<file path="src/rtl/pri_irq_collector_pkg.sv">
// Shared types and sizes for the priority interrupt collector.
package pri_pkg;

    localparam int unsigned N_REQ = 8;
    localparam int unsigned IDX_W = 3;

    typedef enum logic {IDLE, GRANT} pri_state_t;

    typedef logic [N_REQ-1:0] pri_vec_t;

endpackage

</file>
<file path="src/rtl/pri_irq_collector_pick8.sv">
// Combinational 8-to-3 priority picker: highest set bit wins.
module pri_pick8
    import pri_pkg::*;
(
    input  pri_vec_t               vec,
    output logic [IDX_W-1:0]       idx_c,
    output logic                   any_c
);

    // Ascending scan so the last (highest) set bit overwrites lower ones.
    always_comb begin
        idx_c = '0;
        any_c = |vec;
        for (int i = 0; i < N_REQ; i++) begin
            if (vec[i]) begin
                idx_c = IDX_W'(i);
            end
        end
    end

endmodule

</file>
<file path="src/rtl/pri_irq_collector.sv">
// Sticky 8-line request collector with handshaked highest-index grant.
// Optional per-line arbitration mask enabled by defining PRI_IRQ_MASK_EN.
module pri_irq_collector
    import pri_pkg::*;
#(
    parameter bit EDGE_MODE = 1'b1
)
(
    input  logic               clk,
    input  logic               rst_n,
    input  logic [N_REQ-1:0]   req_in,
    output logic               out_valid,
    output logic [IDX_W-1:0]   out_idx,
    input  logic               out_ready,
    output logic [N_REQ-1:0]   pending,
    output logic               overflow
`ifdef PRI_IRQ_MASK_EN
    ,
    input  logic [N_REQ-1:0]   irq_mask
`endif
);

    pri_state_t        state;
    pri_state_t        state_nxt;
    pri_vec_t          req_q;
    pri_vec_t          evt;
    pri_vec_t          clr_vec;
    pri_vec_t          mask;
    pri_vec_t          pending_nxt;
    logic              overflow_nxt;
    logic              valid_nxt;
    logic [IDX_W-1:0]  idx_nxt;
    logic [IDX_W-1:0]  pick_idx;
    logic              pick_any;

`ifdef PRI_IRQ_MASK_EN
    assign mask = irq_mask;
`else
    assign mask = '0;
`endif

    pri_pick8 u_pick (
        .vec   (pending & ~mask),
        .idx_c (pick_idx),
        .any_c (pick_any)
    );

    // Capture and pending update; a set in the same cycle as a clear wins.
    always_comb begin
        evt     = EDGE_MODE ? (req_in & ~req_q) : req_in;
        clr_vec = '0;
        if (state == GRANT && out_ready) begin
            clr_vec[out_idx] = 1'b1;
        end
        pending_nxt  = (pending & ~clr_vec) | evt;
        overflow_nxt = |(evt & pending & ~clr_vec);
    end

    always_comb begin
        state_nxt = state;
        valid_nxt = out_valid;
        idx_nxt   = out_idx;
        case (state)
            IDLE: begin
                if (pick_any) begin
                    idx_nxt   = pick_idx;
                    valid_nxt = 1'b1;
                    state_nxt = GRANT;
                end
            end
            GRANT: begin
                if (out_ready) begin
                    valid_nxt = 1'b0;
                    state_nxt = IDLE;
                end
            end
            default: begin
                valid_nxt = 1'b0;
                state_nxt = IDLE;
            end
        endcase
    end

    always_ff @(posedge clk) begin
        if (!rst_n) begin
            state     <= IDLE;
            req_q     <= '0;
            pending   <= '0;
            overflow  <= 1'b0;
            out_valid <= 1'b0;
            out_idx   <= '0;
        end else begin
            state     <= state_nxt;
            req_q     <= req_in;
            pending   <= pending_nxt;
            overflow  <= overflow_nxt;
            out_valid <= valid_nxt;
            out_idx   <= idx_nxt;
        end
    end

endmodule

</file>
<file path="config.mk">
export PLATFORM = sky130hd
export DESIGN_NAME = pri_irq_collector
export DESIGN_NICKNAME = d
export VERILOG_FILES = /design/src/rtl/pri_irq_collector_pkg.sv /design/src/rtl/pri_irq_collector_pick8.sv /design/src/rtl/pri_irq_collector.sv
export SDC_FILE = /design/constraint.sdc
export NUM_CORES = 1
export LEC_CHECK = 0
export ABC_CLOCK_PERIOD_IN_PS = 1900
export CAP_MARGIN = 40
export CORE_MARGIN = 2
export CORE_UTILIZATION = 45
export DETAILED_ROUTE_END_ITERATION = 10
export PLACE_DENSITY = 0.84
export REMOVE_ABC_BUFFERS = 1
export SETUP_SLACK_MARGIN = 0.4
export SLEW_MARGIN = 30
export SYNTH_ARGS = -nofsm -noshare
export SYNTH_HDL_FRONTEND = slang
export SYNTH_SLANG_ARGS = --single-unit
</file>
<file path="constraint.sdc">
create_clock -name clk -period 1.9 [get_ports clk]
set_clock_uncertainty 0.2 [all_clocks]
set_input_delay 0.19 -clock clk [delete_from_list [all_inputs] [get_ports clk]]
set_output_delay 0.19 -clock clk [all_outputs]
set_load 0.02 [all_outputs]
</file>
# Word-level counts from Yosys, hierarchy flattened
# Cells that the tools add are included.
[totals]
regBits = 22
latch_bits = 0
ramBits = 0
rom_bits = 0
inputBits = 11
out_inout_bits = 13
elab_cells = 40
n_memories = 0
[classes]
add_sub_neg = 0
n_mul = 0
div_mod_pow = 0
n_lt_le_gt_ge = 2
eq_ne = 2
shift = 0
mux = 16
bitwise = 8
reduce_logical = 6
[op_table]
columns = ["op", "n"]
rows = [
  ["AND 8 bit", 4],
  ["inverter 8 bit", 2],
  ["OR reduction 8 bit", 2],
  ["two-way mux 3 bit", 4],
  ["two-way mux 8 bit", 1],
  ["OR 8 bit", 1],
  ["two-way mux 1 bit", 6],
  ["less-than comparator 3 x 4 -> 1 bit, second input constant", 1],
  ["two-way mux 2 bit", 2],
  ["!= test 2 bit, second input constant", 2],
  ["one-hot mux 1 bit (2 select lines)", 2],
  ["AND reduction 2 bit", 2],
  ["demux 1 bit (select 3 bit)", 1],
  ["greater-or-equal comparator 3 x 1 -> 1 bit, second input constant", 1],
  ["logical AND 1 bit", 2],
  ["inverter 1 bit", 1],
]

# Depth between registers and ports, before layout
[depth]
word_depth = 8
ltp_mapped = 5
ltp_nobuf = 5

# Hierarchy
# A second synthesis with hierarchy kept.
[unflattened]
cells_unflattened = 91
area_unflattened_um2 = 874.6
[by_module_without_submodules]
columns = ["mod", "n_inst", "cells_each", "area_per_inst_um2", "seq_area_each_um2"]
rows = [
  ["pri_irq_collector", 1, 79, 808.3, 440.4],
  ["pri_pick8", 1, 12, 66.3, 0.0],
]

# Worst setup path before layout
# No wires, ideal clock.
[synth_timing]
kind = "reg2reg"
start = "reg out_idx[1]"
end = "reg overflow"
setup_ns = 0.120
t_arrival_ns = 1.302
required_time_ns = 1.580
slack_ns = 0.278
stages_incl_launch_ff = 6
n_path_buf = 0
period_less_slack_ns = 1.622
cell_sequence = "dfxtp_1 -> nand3_2 -> o21ai_1 -> o22a_1 -> o221ai_1 -> o31a_1"
[synth_via]
elab_chain_cells = 8
word_cells_on_any_way = 9
classes_between = "order compare (2); mux (3); bitwise (2); reduce/logical (2)"
[synth_lines]
columns = ["item", "line_no", "source"]
rows = [
  ["start: declaration", "pri_irq_collector.sv:13", "output logic [IDX_W-1:0] out_idx,"],
  ["start signal: assignment", "pri_irq_collector.sv:98", "out_idx <= idx_nxt;"],
  ["less-than comparator 3 x 4 -> 1 bit (not written as such) / greater-or-equal comparator 3 x 1 -> 1 bit (equally long branches)", "pri_irq_collector.sv:53", "clr_vec[out_idx] = 1'b1;"],
  ["logical AND 1 bit (not written as such)", "pri_irq_collector.sv:53", ""],
  ["two-way mux 1 bit (not written as such)", "pri_irq_collector.sv:53", ""],
  ["demux 1 bit (select 3 bit) (*)", "pri_irq_collector.sv:53", ""],
  ["two-way mux 8 bit (*)", "pri_irq_collector.sv:52", "if (state == GRANT && out_ready) begin"],
  ["inverter 8 bit (*)", "pri_irq_collector.sv:56", "overflow_nxt = |(evt & pending & ~clr_vec);"],
  ["AND 8 bit (*)", "pri_irq_collector.sv:56", ""],
  ["OR reduction 8 bit (*)", "pri_irq_collector.sv:56", ""],
  ["end signal: assignment", "pri_irq_collector.sv:96", "overflow <= overflow_nxt;"],
  ["end: declaration", "pri_irq_collector.sv:16", "output logic overflow"],
]
# Mark *: on every way between the ends. The rest lies on a longest branch, timed or not.
# A chain may end at the register's enable or synchronous reset.

# Worst setup path in the final report
[layout_timing]
start = "reg out_idx[0]"
end = "reg overflow"
# Same word-level chain as after synthesis.

==> results.sh <==
export IMPL_overflow=0
export IMPL_critPathSlowestCell="dfxtp_4"
export IMPL_portBuffers=23
export IMPL_yosys_area_top_type="dfxtp_1"
export IMPL_coreArea_um2=1783
export IMPL_vias_per_cell=5.340
export IMPL_worstPathCellList="nand2b_4 -> o21ai_2 -> o22a_1 -> o221ai_2 -> o31a_1"
export IMPL_endpoint_kind="flip-flop"
export IMPL_layout_min_cycle_time_ps=1538
export IMPL_top_level_ports=24
export IMPL_setup_viol=0
export IMPL_grt_total_usage_pct=20.20
export IMPL_wirelength_um=2198
export IMPL_synth_top_area_share_pct=50.36
export IMPL_place_gp_congestion=0.8208
export IMPL_synthToLayoutAreaGrowth_pct=52.93
export IMPL_clk_pin_slew_ps=130
export IMPL_finalHoldViolCount=0
export IMPL_grt_pass1_wl_um=3125
export IMPL_cts_sinks=22
export IMPL_start_util_pct=49.05
export IMPL_critPathMaxFanout=7
export IMPL_clk_latency_ps=310
export IMPL_cts_root_buf="clkbuf_4"
export IMPL_synth_area_um2=874.6
export IMPL_status="complete, no violations"
export IMPL_drtPass1Iterations=4
export IMPL_final_core_util_pct=75.02
export IMPL_clockBufferDepth=2
export IMPL_slew_headroom_pct=79.93
export IMPL_synth_yosys_warnings=0
export IMPL_rsz0062_at_grt="true"
export IMPL_layout_nets=131
export IMPL_cap_viol_max_count=0
export IMPL_die_area_um2=2312
export IMPL_synthesis_area_per_instance_um2=9.939
export IMPL_htree_levels=1
export IMPL_fp_dieH_um=48.09
export IMPL_yosysUniqueCellTypes=26
export IMPL_route_vias_total=769
export IMPL_start_kind="flip-flop"
export IMPL_r2r_setup_slack_ps=360
export IMPL_fin_crit_sh_pct=80.95
export IMPL_cts_tree="done"
export IMPL_worstPathRequired_ps=1920
export IMPL_met2_length_um=1130
export IMPL_grt_pass1_vias=692
export IMPL_drc=0
export IMPL_drv_slew=0
export IMPL_hp_class="in2reg"
export IMPL_ys_top_cells_by_area="dfxtp_1 (50%), nand2b_1 (7.2%), and2_1 (6.4%)"
export IMPL_worstMarginPinSlew_ps=297.3
export IMPL_diodes=0
export IMPL_antenna_left=0
export IMPL_rows=15
export IMPL_top_layer="met4"
export IMPL_setup_tns_ps=0
export IMPL_p_leak_nw=0.5233
export IMPL_synth_seq_area_share_pct=50.36
export IMPL_hpwl_um=1328
export IMPL_yosys_register_bits=22
export IMPL_initialDrtViolationCount=13
export IMPL_drive_above_1_share_pct=31.93
export IMPL_grt_max_degree=18
export IMPL_peakVddDrop_v=0.0005735
export IMPL_die_w_um=48.09
export IMPL_cpPeakStageDelay_ps=400
export IMPL_netlist_instances=88
export IMPL_power_density_nw_per_um2=801.1
export IMPL_route_met3_wl_um=90
export IMPL_worstSetupPathType="reg2reg"
export IMPL_fmax_mhz=650.1
export IMPL_met1_length_um=926
export IMPL_avgRoutedWirePerCell_um=15.26
export IMPL_cts_hold_buf=0
export IMPL_crit_arrival_ps=1560
export IMPL_numCtsBuffers=3
export IMPL_antenna_found_initial=0
## metrics by stage
step / instance area [um2] / power, mW / worst slack, ps / std cells / hold WS, ps
2_1_floorplan: 867.1 / 0.6551 / 278.1 / 86 / 111.7
3_3_place_gp: 1136 / 0.7525 / 46.75 / 135 / 249.4
3_5_place_dp: 1136 / 0.7571 / 34.97 / 135 / 259.0
4_1_cts: 1270 / 1.029 / 359.3 / 142 / 256.5
5_1_grt: 1338 / 1.114 / 303.5 / 144 / 265.4
6_report: 1338 / 1.071 / 361.9 / 144 / 254.0
## cell families (layout without fill, tap and decap cells)
logic type	Yosys count	in the layout	synth area share (%)
AOI/OAI and AO/OA	32	32	26.61
buffers and inverters	5	36	2.146
DFF	22	22	50.36
and+or+nand+nor	29	29	20.89
## final cells by class
class | instances | area, um2
Multi-Input combinational cell | 61 | 538.0
Sequential cell | 22 | 462.9
Fill cell | 109 | 445.4
Timing Repair Buffer | 29 | 257.7
Clock buffer | 4 | 36.28
Tap cell | 25 | 31.28
Inverter | 3 | 11.26
## sequential cells by signal (all words and copies together) (netlist names)
signal,cells
out_idx,3
out_valid,1
state,1
pending,8
req_q,8
overflow,1
## metal layers
metal	GRT usage [%]	up-vias
met5	0	-
met4	10.81	0
met3	4.906	7
met2	33.33	25
met1	24.03	356
li1	-	381
## cell usage after synthesis (all sizes together)
cell	number
o31ai	4
o211a	1
a21boi	8
inv	3
o21bai	1
dfxtp	22
o21ai	6
and2	9
nor4	2
nor2	4
o22ai	2
a21oi	4
clkbuf	2
a31oi	1
o311ai	1
nand2b	10
o22a	1
o221ai	1
nand2	3
o31a	1
nand3	1
o41ai	1
## worst max-delay path, delay by kind of cell (launching register included)
family,cells,cell delay (ps)
AOI/OAI and AO/OA,4,680
DFF,1,400
and+or+nand+nor,1,170
## power by group
part / total [mW] / leakage [nW] / switching [mW] / internal, mW
Combinational: 0.255 / 0.315 / 0.129 / 0.126
Sequential: 0.560 / 0.187 / 0.0564 / 0.503
Clock: 0.257 / 0.0210 / 0.140 / 0.117
## final timing paths
| path | start | to | cells past startpoint |
|---|---|---|---|
| worst max-delay path | out_idx[0]$_SDFFE_PN0P_ | overflow$_SDFF_PN0_ | 5 |
| worst min-delay path | req_in[7] | req_q[7]$_SDFF_PN0_ | 2 |
| worst min register to register | pending[0]$_SDFF_PN0_ | pending[0]$_SDFF_PN0_ | 2 |
| worst max register to register | out_idx[0]$_SDFFE_PN0P_ | overflow$_SDFF_PN0_ | 5 |
## timing repair
action / in CTS / in global routing
gates resized for setup: 37 / 19
buffers inserted: 3 / 2
endpoints found under the setup margin: 15 / 12
pin swaps: 4 / 2
## placed cells by master, fill, tap and decap left out, types with 3 or more instances in the layout
master,count
clkbuf_4,3
clkdlybuf4s15_1,4
a21boi_1,6
a21oi_1,3
o21ai_0,4
buf_4,6
inv_1,3
dfxtp_2,6
dlygate4sd2_1,7
dfxtp_4,4
o31ai_4,3
nand2b_1,8
clkdlybuf4s50_1,9
and2_1,9
dfxtp_1,12
nor2_1,4
Note: power is estimated with default switching activity, not from simulation.
